$ cat src/rtl/csa_operand_sequencer.sv
// Groups a valid/ready word stream into operand triples for the three-operand adder and
// registers the adder result behind a valid/ready output handshake.
module csa_operand_sequencer #(
    parameter int unsigned DATA_W = 4,
    parameter int unsigned RES_W  = DATA_W + 2
) (
    input  logic              clk,
    input  logic              rst_n,
    input  logic [DATA_W-1:0] in_data,
    input  logic              in_valid,
    input  logic              in_last,
    output logic              in_ready,
    output logic [DATA_W-1:0] csa_a,
    output logic [DATA_W-1:0] csa_b,
    output logic [DATA_W-1:0] csa_c,
    input  logic [DATA_W:0]   csa_sum,
    input  logic              csa_carry,
    output logic [RES_W-1:0]  out_sum,
    output logic [1:0]        out_cnt,
    output logic              out_valid,
    input  logic              out_ready
);

    typedef enum logic [1:0] {StCollect, StEval, StOut} state_e;

    state_e              state_q, state_d;
    logic [1:0]          cnt_q, cnt_d;
    logic [1:0]          grp_cnt_q, grp_cnt_d;
    logic [DATA_W-1:0]   op_a_q, op_a_d;
    logic [DATA_W-1:0]   op_b_q, op_b_d;
    logic [DATA_W-1:0]   op_c_q, op_c_d;
    logic [RES_W-1:0]    out_sum_q, out_sum_d;
    logic [1:0]          out_cnt_q, out_cnt_d;
    logic                out_valid_q, out_valid_d;

    always_ff @(posedge clk or negedge rst_n) begin
        if (!rst_n) begin
            state_q     <= StCollect;
            cnt_q       <= '0;
            grp_cnt_q   <= '0;
            op_a_q      <= '0;
            op_b_q      <= '0;
            op_c_q      <= '0;
            out_sum_q   <= '0;
            out_cnt_q   <= '0;
            out_valid_q <= 1'b0;
        end else begin
            state_q     <= state_d;
            cnt_q       <= cnt_d;
            grp_cnt_q   <= grp_cnt_d;
            op_a_q      <= op_a_d;
            op_b_q      <= op_b_d;
            op_c_q      <= op_c_d;
            out_sum_q   <= out_sum_d;
            out_cnt_q   <= out_cnt_d;
            out_valid_q <= out_valid_d;
        end
    end

    always_comb begin
        state_d     = state_q;
        cnt_d       = cnt_q;
        grp_cnt_d   = grp_cnt_q;
        op_a_d      = op_a_q;
        op_b_d      = op_b_q;
        op_c_d      = op_c_q;
        out_sum_d   = out_sum_q;
        out_cnt_d   = out_cnt_q;
        out_valid_d = out_valid_q;

        unique case (state_q)
            StCollect: begin
                if (in_valid) begin
                    case (cnt_q)
                        2'd0:    op_a_d = in_data;
                        2'd1:    op_b_d = in_data;
                        default: op_c_d = in_data;
                    endcase
                    cnt_d = cnt_q + 2'd1;
                    // Unfilled operands were cleared at group start, so in_last just closes early.
                    if (cnt_q == 2'd2 || in_last) begin
                        grp_cnt_d = cnt_q + 2'd1;
                        state_d   = StEval;
                    end
                end
            end
            StEval: begin
                out_sum_d   = {csa_carry, csa_sum};
                out_cnt_d   = grp_cnt_q;
                out_valid_d = 1'b1;
                state_d     = StOut;
            end
            StOut: begin
                if (out_ready) begin
                    out_valid_d = 1'b0;
                    op_a_d      = '0;
                    op_b_d      = '0;
                    op_c_d      = '0;
                    cnt_d       = '0;
                    state_d     = StCollect;
                end
            end
            default: state_d = StCollect;
        endcase
    end

    assign in_ready  = (state_q == StCollect);
    assign csa_a     = op_a_q;
    assign csa_b     = op_b_q;
    assign csa_c     = op_c_q;
    assign out_sum   = out_sum_q;
    assign out_cnt   = out_cnt_q;
    assign out_valid = out_valid_q;

endmodule

$ cat config.mk
export PLATFORM = sky130hd
export DESIGN_NAME = csa_operand_sequencer
export DESIGN_NICKNAME = d
export VERILOG_FILES = /design/src/rtl/csa_operand_sequencer.sv
export SDC_FILE = /design/constraint.sdc
export NUM_CORES = 1
export LEC_CHECK = 0
export ABC_AREA = 0
export CORE_MARGIN = 2
export CORE_UTILIZATION = 41
export CTS_CLUSTER_DIAMETER = 200
export DETAILED_ROUTE_END_ITERATION = 6
export GPL_TIMING_DRIVEN = 0
export MAX_ROUTING_LAYER = met4
export PLACE_DENSITY_LB_ADDON = 0.15
export SLEW_MARGIN = 15
export SYNTH_ARGS = -nofsm -noshare
export SYNTH_HDL_FRONTEND = slang
export SYNTH_SLANG_ARGS = --single-unit
$ cat constraint.sdc
create_clock -name clk -period 1.77 [get_ports clk]
set_clock_uncertainty 0.2 [all_clocks]
set_input_delay 0.2655 -clock clk [delete_from_list [all_inputs] [get_ports clk]]
set_output_delay 0.2655 -clock clk [all_outputs]
set_load 0.02 [all_outputs]
==> run_results.csv, run 1 <==
group,metric,value,unit
logic_synthesis,synthArstFlopShare,1.00,
setup_path,timing.rr.end,"csa_c[3]$_DFFE_PN0P_",
pwr,leakagePower,0.771,nW
die,die_area,3380,um2
placement,placed_cell_area,1600,um2
setup_path,crit_type,"reg2reg",
drt,dr.pass1.iters,4,
setup_path,endpoint_kind,"flip-flop",
timing,timing.fmax,592,MHz
layout,n_antenna_cell,0,
logic_synthesis,synth_top_family_by_area,"compound AO/OA/AOI/OAI gates",
run_status,outcome,"completed",
global_routing,grt_pass1_vias,860,
die,row_count,19,
logic_synthesis,synth_nets,107,
logic_synthesis,synth_simple_gate_area_frac,0.109,
placement,gp_congestion,0.782,
drt,drtIter0Drc,7,
timing,setup_viol,0,
global_routing,antenna_found_initial,0,
global_routing,grt_start_max_net_pins,28,
logic_synthesis,ys_types,24,
drt,drc,0,
timing,period_minus_slack,1.69,ns
pwr,power.density,1730,nW/um2
timing,finalHoldViolCount,0,
die,io-pin-count,37,
logic_synthesis,synth_top_area_frac,0.562,
logic_synthesis,synth_area_leaders,"dfrtp_1 56%, mux2_2 9.4%, a22o_1 5.8%, a221o_1 3.3%, ha_1 3.1%",
layout,fin_area,1610,um2
logic_synthesis,synth_mux_area_frac,0.0937,
global_routing,grt_first_pass_wirelength,3.88,mm
layout,final.fill_count,248,
timing,tightest_slew,0.583,ns
global_routing,grt_usage,0.152,
setup_path,reg2regPathDepth,5,
drt,vias_per_cell,5.37,
logic_synthesis,syn-cell-area,1200,um2
die,core,2780,um2
clock_tree,cts-root-buf,"clkbuf_4",
placement,placed_cells,156,
timing,rsz0062_at_grt,"no",
setup_path,crit_required,1.80,ns
setup_path,critPathArrivalTime,1.72,ns
logic_synthesis,synth_xor_area_frac,0,
clock_tree,cts_tree,"built",
die,die_w,58.2,um
timing,maxSlewViolCount,0,
layout,final_cells,161,
hold_path,worstHoldPathType,"in2async",
layout,areaGrowthSynthToFinish,34.2,%
setup_path,regToRegStartpoint,"cnt_q[0]$_DFFE_PN0P_",
logic_synthesis,yosysSeqAreaShare,0.562,
logic_synthesis,synth-compound-area-share,0.163,
layout,final_nets,149,
timing,whs,0.245,ns
drt,wl,2.33,mm
logic_synthesis,synth_ff_type,"dfrtp_1",
logic_synthesis,synthAdderAreaFrac,0.0312,
drt,drtAntennaViolNets,0,
setup_path,critPathMaxFanout,5,
drt,wl_per_cell,14.5,um
die,die_h,58.2,um
setup_path,r2r_slack,0.08,ns
setup_path,start_kind,"flip-flop",
placement,io_buffers,36,
drt,num_vias,864,
placement,hpwl,1.70,mm
clock_tree,clk_pin_slew,0.15,ns
logic_synthesis,yosys_register_bits,27,
logic_synthesis,yosysTopAreaCell,"dfrtp_1",
timing,max_slew_margin,0.611,
job,drv_cap,0,
pwr,peakVddDrop,0.999,mV
clock_tree,htreeDepth,1,
timing,period_share,0.954,
clock_tree,cts.path.max_buffers,2,
logic_synthesis,synth_area_per_cell,13.5,um2
layout,drive_gt1_frac,0.223,
timing,setup_ws,0.0815,ns
logic_synthesis,synth_edf_count,0,
global_routing,grt.overflow.total,0,
placement,post-place-ws,-0.146,ns
logic_synthesis,yosysWarnings,0,
clock_tree,cts_buffers,3,
clock_tree,clock_latency,0.33,ns
die,start_util,0.432,
logic_synthesis,synthCells,89,
clock_tree,cts_num_sinks,27,
[through the flow]
step	TNS [ns]	utilization	total power, mW
5_1_grt	0	0.580	2.97
4_1_cts	0	0.577	2.79
2_1_floorplan	0	-	2.04
3_5_place_dp	-0.914	0.574	2.69
3_3_place_gp	-4.30	0.576	2.65
6_report	0	0.580	2.79
[worst max-delay path: stages (launching register included)]
cell and delay (ns):
dfrtp_2 0.43, inv_2 0.06, ha_2 0.20, nor4b_4 0.35, a211oi_1 0.08, a221o_1 0.27
[logic make-up (layout without fill, tap and decap cells)]
kind of cell,after synthesis,in the layout
buf+inv,11,52
mux,10,10
fa+ha+maj,3,3
simple gates,14,14
compound gates,24,24
flops,27,27
[cell usage after synthesis (2+ instances only)]
| master | number |
|---|---|
| a22o_1 | 8 |
| a211oi_1 | 4 |
| ha_1 | 3 |
| o2bb2ai_1 | 2 |
| nor2_2 | 2 |
| buf_4 | 2 |
| dfrtp_1 | 27 |
| mux2_2 | 10 |
| a221o_1 | 4 |
| and4bb_2 | 2 |
| inv_1 | 9 |
| a21oi_1 | 3 |
| nand2_1 | 2 |
[placed cells by master, fill, tap and decap left out, types with 2 or more instances in the layout]
| master | count |
|---|---|
| a211oi_1 | 4 |
| a21oi_1 | 3 |
| a221o_1 | 4 |
| a22o_1 | 8 |
| and4bb_2 | 2 |
| buf_4 | 3 |
| clkbuf_4 | 3 |
| clkdlybuf4s50_1 | 13 |
| dfrtp_1 | 26 |
| dlygate4sd2_1 | 21 |
| ha_1 | 2 |
| inv_1 | 8 |
| mux2_2 | 10 |
| nand2_1 | 2 |
| nor2_2 | 3 |
| o2bb2ai_1 | 2 |
[registers in the layout, indices dropped and copies added (netlist names)]
signal / cells
out_sum: 6
csa_a: 4
csa_b: 4
csa_c: 4
cnt_q: 2
grp_cnt_q: 2
out_cnt: 2
state_q: 2
out_valid: 1
[worst max path at each step]
stage / start / to / cells after the start
after CTS: cnt_q[0]$_DFFE_PN0P_ / csa_c[3]$_DFFE_PN0P_ / 5
after floorplan: state_q[0]$_DFFE_PN0P_ / grp_cnt_q[0]$_DFFE_PN0P_ / 4
after global routing: cnt_q[0]$_DFFE_PN0P_ / csa_c[3]$_DFFE_PN0P_ / 5
after detailed placement: in_valid / csa_c[3]$_DFFE_PN0P_ / 4
final: cnt_q[0]$_DFFE_PN0P_ / csa_c[3]$_DFFE_PN0P_ / 5
after global placement: rst_n / out_sum[5]$_DFFE_PN0P_ / 1
[what timing repair did]
action                                 4_1_cts  5_1_grt
resized for setup                           25        5
pin swaps                                    1        1
hold buffers                                 1        0
endpoints found under the hold margin       27        0
setup buffers                                0        0
setup endpoints to repair                   26        5
[area by class of cell]
class | count | area, um2 | share of cell area
sequential | 27 | 677 | 0.419
tap | 31 | 38.8 | 0.0240
multi-input combinational | 51 | 483 | 0.299
timing repair buffer | 37 | 337 | 0.209
inverter | 9 | 33.8 | 0.0209
buffer | 2 | 15.0 | 0.00930
clock buffer | 3 | 22.5 | 0.0140
clock inverter | 1 | 7.51 | 0.00465
[per-layer routing]
layer	wire, um	track usage	vias up	share of wire
met3	90	0.0201	6	0.039
li1	-	-	411	-
met2	1090	0.232	26	0.47
met4	53	0.0831	0	0.023
met5	0	-	-	0
met1	1100	0.197	421	0.47
[power by group]
group	internal, mW	total, mW	switching [mW]
logic	0.675	1.43	0.756
registers	0.899	1.08	0.181
clock network	0.0866	0.276	0.190
Note: power is estimated with default switching activity, not from simulation.
==> run 2: changes to the inputs <==
- CORE_ASPECT_RATIO: default -> 1.75
==> run 2 against run 1 <==
  * Non-clock buffer count up 3
  * Combinational power is 15% higher
  * Register-to-register slack about the same
  * Clock power grew 27%
  * Hold slack gained 0.067 ns
  * Die area is 0.50% higher
  * Via count up 4.2%
  * Critical endpoint is now csa_c[3]
  * Largest power group unchanged
==> run_results.csv, run 2 (same netlist as run 1, synthesis figures left out) <==
group,metric,value,unit
clock_tree,cts.path.max_buffers,2,
timing,period_share,0.977,
die,die_h,75.6,um
pwr,p_seq_frac,0.351,
clock_tree,htreeDepth,1,
drt,vias_per_cell,5.59,
layout,drive_gt1_frac,0.233,
layout,final_nets,152,
global_routing,grt_pass1_vias,889,
timing,setup_viol,0,
setup_path,slowest_delay,0.61,ns
clock_tree,cts_buffers,3,
setup_path,regToRegStartpoint,"cnt_q[0]$_DFFE_PN0P_",
pwr,power.density,1830,nW/um2
timing,setup_ws,0.0401,ns
layout,areaGrowthSynthToFinish,39.6,%
job,drv_cap,0,
timing,finalHoldViolCount,0,
die,io-pin-count,37,
drt,dr.pass1.iters,4,
setup_path,crit_type,"reg2out",
clock_tree,clock_latency,0.27,ns
die,die_w,44.9,um
placement,io_buffers,36,
timing,maxSlewViolCount,0,
run_status,outcome,"completed",
pwr,peakVddDrop,0.884,mV
clock_tree,cts-root-buf,"clkbuf_8",
timing,max_slew_margin,0.608,
placement,placed_cell_area,1590,um2
setup_path,cp.buffers_inverters,1,
placement,post-place-ws,-0.167,ns
timing,fin_tns_setup,0,ns
global_routing,antenna_found_initial,0,
pwr,switching_power,1.15,mW
layout,multi_input_area,485,um2
drt,drtIter0Drc,18,
drt,drtAntennaViolNets,0,
setup_path,startpoint,"csa_c[3]$_DFFE_PN0P_",
setup_path,critical_path.cell_chain,"clkdlybuf4s50_1",
drt,num_vias,900,
timing,timing.fmax,578,MHz
clock_tree,clk_pin_slew,0.09,ns
drt,wl,2.49,mm
placement,gp_congestion,0.779,
setup_path,endpoint_kind,"output pin",
die,start_util,0.420,
die,row_count,26,
clock_tree,cts_tree,"built",
global_routing,grt_usage,0.165,
die,die_area,3400,um2
timing,period_minus_slack,1.73,ns
timing,tightest_slew,0.588,ns
layout,final.fill_count,253,
setup_path,crit_required,1.30,ns
pwr,leakagePower,0.771,nW
placement,hpwl,1.81,mm
pwr,intPower,1.91,mW
setup_path,start_kind,"flip-flop",
die,core,2860,um2
setup_path,crit_slowest_cell,"clkdlybuf4s50_1",
layout,largest_register_ffs,6,
pwr,comb_power_share,0.535,
setup_path,critPathMaxFanout,3,
pwr,switching_share,0.376,
global_routing,grt.overflow.total,0,
layout,layout_commonest_cell,"clkdlybuf4s50_1",
global_routing,grt_first_pass_wirelength,3.98,mm
setup_path,critPathArrivalTime,1.26,ns
layout,register_area,676,um2
global_routing,grt_start_max_net_pins,28,
setup_path,critPathTopFamily,"buffers and inverters",
layout,final_util,0.587,
pwr,power_frac_clock,0.114,
hold_path,worstHoldPathType,"in2async",
layout,n_antenna_cell,0,
drt,drc,0,
layout,fin_area,1680,um2
drt,wl_per_cell,15.5,um
clock_tree,cts_num_sinks,27,
layout,final_cell_mix,"32 x clkdlybuf4s50_1, 27 x dfrtp_1, 10 x mux2_2",
==> run 2: cell types whose count changed in the layout (fill, tap and decap cells not counted), moves of 2 or more <==
cell / before / now
dlymetal6s2s_1: 0 / 2
dlygate4sd2_1: 21 / 0
clkbuf_4: 3 / 0
clkbuf_8: 0 / 3
clkdlybuf4s50_1: 13 / 32
buf_4: 3 / 5
==> run 2: power by group through the flow <==
stage	Sequential [mW]	Clock, mW	Combinational (mW)
3_5_place_dp	1.10	0	1.59
4_1_cts	1.08	0.363	1.64
3_3_place_gp	1.08	0	1.56
2_1_floorplan	1.34	0	0.698
5_1_grt	1.12	0.383	1.77
6_report	1.08	0.351	1.64
==> run 2: layout make-up <==
cell class | count | share of cell area
Buffer | 2 | 0.00894
Clock buffer | 3 | 0.0246
Clock inverter | 1 | 0.00298
Inverter | 9 | 0.0201
Multi-Input combinational cell | 51 | 0.289
Sequential cell | 27 | 0.402
Tap cell | 28 | 0.0209
Timing Repair Buffer | 40 | 0.231
==> run 2: through the flow <==
step | hold WS (ns) | total power [mW] | instances
2_1_floorplan | -0.230 | 2.04 | 89
3_3_place_gp | 0.282 | 2.65 | 153
3_5_place_dp | 0.108 | 2.69 | 153
4_1_cts | 0.317 | 3.08 | 160
5_1_grt | 0.330 | 3.27 | 161
6_report | 0.312 | 3.07 | 161
==> run 2: repair_timing <==
item	CTS	global route
pin swaps	1	1
hold buffers	1	0
setup buffers	2	1
endpoints found under the hold margin	27	0
endpoints found under the setup margin	5	7
gates resized for setup	3	6
==> run 2: path summary, 6_finish.rpt <==
check / slack (ns) / cells after the start / to
max in group asynchronous: 0.66 / 2 / csa_c[1]$_DFFE_PN0P_
setup reg to reg: 0.07 / 6 / csa_c[3]$_DFFE_PN0P_
setup / recovery: 0.04 / 1 / csa_c[3]
hold / removal: 0.31 / 2 / csa_c[0]$_DFFE_PN0P_
min in group clk: 0.31 / 1 / out_sum[2]$_DFFE_PN0P_
hold reg to reg: 0.31 / 1 / out_sum[2]$_DFFE_PN0P_
==> run 2: per-layer routing <==
| metal | track usage | share of wire | up-vias |
|---|---|---|---|
| li1 | - | - | 416 |
| met1 | 0.194 | 0.38 | 445 |
| met2 | 0.256 | 0.52 | 30 |
| met3 | 0.0190 | 0.051 | 9 |
| met4 | 0.118 | 0.039 | 0 |
| met5 | - | 0 | - |
==> edit: new RTL, config.mk and constraints of run 2 <==
Register the output `out_cnt` once more, with the module's reset; this adds one clock of latency there. The other outputs are not delayed to match.
--- a/src/rtl/csa_operand_sequencer.sv
+++ b/src/rtl/csa_operand_sequencer.sv
@@ -109,7 +109,13 @@
     assign csa_b     = op_b_q;
     assign csa_c     = op_c_q;
     assign out_sum   = out_sum_q;
-    assign out_cnt   = out_cnt_q;
+    always_ff @(posedge clk or negedge rst_n) begin
+        if (!rst_n) begin
+            out_cnt <= '0;
+        end else begin
+            out_cnt <= out_cnt_q;
+        end
+    end
     assign out_valid = out_valid_q;
 
 endmodule
Function: changed (a bounded check fails within 4 cycles, from zero or initial values and one cycle with rst_n low).
==> edit against run 2 <==
- setup slack improved by 0.0057 ns
- first-iteration DRC count decreased by 44%
- via count increased by 0.67%
- count of clock-buffer cells in the layout increased by 4
- sequential share of layout area increased by 0.41 points
- global-route usage increased by 0.82 points
- power increased by 9.4%
- sequential power increased by 7%
- synthesized area increased by 4.2%
- wire length increased by 1.4%
- sequential cell count increased by 2
- register-to-register slack about the same
- design area increased by 6.3%
==> edit: results (changes against run 2) <==
* Top area cells in the synthesized netlist: sky130_fd_sc_hd__dfrtp_1 (58%), sky130_fd_sc_hd__mux2_2 (9.0%), sky130_fd_sc_hd__a22o_1 (5.6%)
* Run status: finished clean
* Total Routing Usage GR at 17.3% (+0.82 points)
* Most numerous cell types in the synthesized netlist: sky130_fd_sc_hd__dfrtp_1 (29), sky130_fd_sc_hd__mux2_2 (10), sky130_fd_sc_hd__inv_1 (9), sky130_fd_sc_hd__a22o_1 (8)
* Placement-stage cell area at 1640 um2 (+3.1%)
* Proportion of layout cells with a drive suffix above 1 at 25.5% (+2.2 points)
* Clock-pin slew on the worst setup and hold paths at 0.06 ns (-0.03 ns)
* Post-route non-filler standard cell count at 165 (+2.5%)
* Post-synthesis net count at 109 (+1.9%)
* Fraction of the yosys area taken by sequential cells at 57.9% (+1.8 points)
* Leakage component of the power at 0.823 nW (+6.7%)
* Number of vias after detailed routing at 906 (+0.67%)
* Compound-cell area share of the yosys netlist at 15.7% (-0.65 points)
* Final weighted congestion of routability-driven global placement at 0.734 (-5.8%)
* Worst R2R Start: cnt_q[0]$_DFFE_PN0P_
* Worst path arrival time at 1.26 ns (about the same)
* Hold slack at 0.174 ns (-0.138 ns)
* Largest net degree at the start of global routing at 30 (+7.1%)
* Starting DRC count in detailed routing at 10 (-8)
* Number of instances in the placed design at 155 (+1.3%)
* HPWL Detailed at 1860 um (+2.8%)
* Clock H-tree levels at 2 (+1)
* Bufs on Longest Clock Path at 2 (unchanged)
* Max incr delay on CP at 0.62 ns
* Drt first pass iters at 2 (-2)
* First-pass GRT wire length at 4250 um (+6.8%)
* Multiplexer area fraction after synthesis at 8.99% (-0.37 points)
* Number of instances in the synthesized netlist at 91 (+2.2%)
* Endpoint of the worst-slack reg-to-reg timing path: csa_c[3]$_DFFE_PN0P_
* IR Drop Worst-Case VDD at 0.915 mV (+3.5%)
* Total routed wirelength at 2520 um (+1.4%)
* Tightest Hold Check Type: reg2reg
* Post-synthesis adder-cell area fraction at 3.00% (-0.12 points)
* Setup slack after placement at -0.182 ns (-0.0151 ns)
* Number of buffers added by the clock tree synthesis step at 5 (+2)
* Vias in the first global route at 939 (+5.6%)
* Transition time of the tightest slew-check pin at 0.619 ns (+0.0313 ns)
* Count of antenna diodes in the layout at 0 (unchanged)
-- edit: how the worst max path moves through the flow --
stage / slack (ns) / end / cells past startpoint / startpoint
after CTS: 0.006 / csa_c[0]$_DFFE_PN0P_ / 5 / cnt_q[0]$_DFFE_PN0P_
after global placement: -0.21 / out_cnt_q[1]$_DFFE_PN0P_ / 1 / rst_n
after detailed placement: -0.18 / csa_c[0]$_DFFE_PN0P_ / 4 / in_valid
after global routing: -0.02 / csa_c[1]$_DFFE_PN0P_ / 6 / cnt_q[0]$_DFFE_PN0P_
final: 0.05 / csa_c[2] / 1 / csa_c[2]$_DFFE_PN0P_
after floorplan: 0.02 / grp_cnt_q[0]$_DFFE_PN0P_ / 4 / state_q[0]$_DFFE_PN0P_
-- edit: logic make-up after synthesis --
family                   Yosys count
flip-flops                        29
AO/OA/AOI/OAI                     24
AND/OR/NAND/NOR                   14
buffers and inverters             11
multiplexers                      10
adder cells (fa/ha/maj)            3
-- edit: cell type report --
| class | count | area, um2 |
|---|---|---|
| Fill cell | 253 | 1140 |
| Sequential cell | 29 | 726 |
| Inverter | 9 | 33.8 |
| Timing Repair Buffer | 39 | 389 |
| Buffer | 2 | 15.0 |
| Multi-Input combinational cell | 51 | 500 |
| Clock buffer | 7 | 86.3 |
| Tap cell | 28 | 35.0 |
-- edit: power breakdown --
| part | internal [mW] | leakage (nW) | switching, mW |
|---|---|---|---|
| logic | 0.876 | 0.421 | 0.788 |
| clock network | 0.307 | 0.0443 | 0.229 |
| registers | 0.970 | 0.357 | 0.187 |
| total | 2.15 | 0.823 | 1.20 |
-- edit: layer usage --
metal | vias to the layer above | track usage [%] | share of wire, %
met5 | - | - | 0
met4 | 0 | 10.3 | 3.9
met3 | 9 | 5.41 | 5.9
met2 | 32 | 27.6 | 53
met1 | 446 | 17.7 | 37
li1 | 419 | - | -
-- edit: repair_timing --
item	4_1_cts	5_1_grt
resized for setup	3	10
hold endpoints to repair	29	0
pin swaps	1	1
buffers inserted	1	1
setup endpoints to repair	5	8
hold buffers	1	0
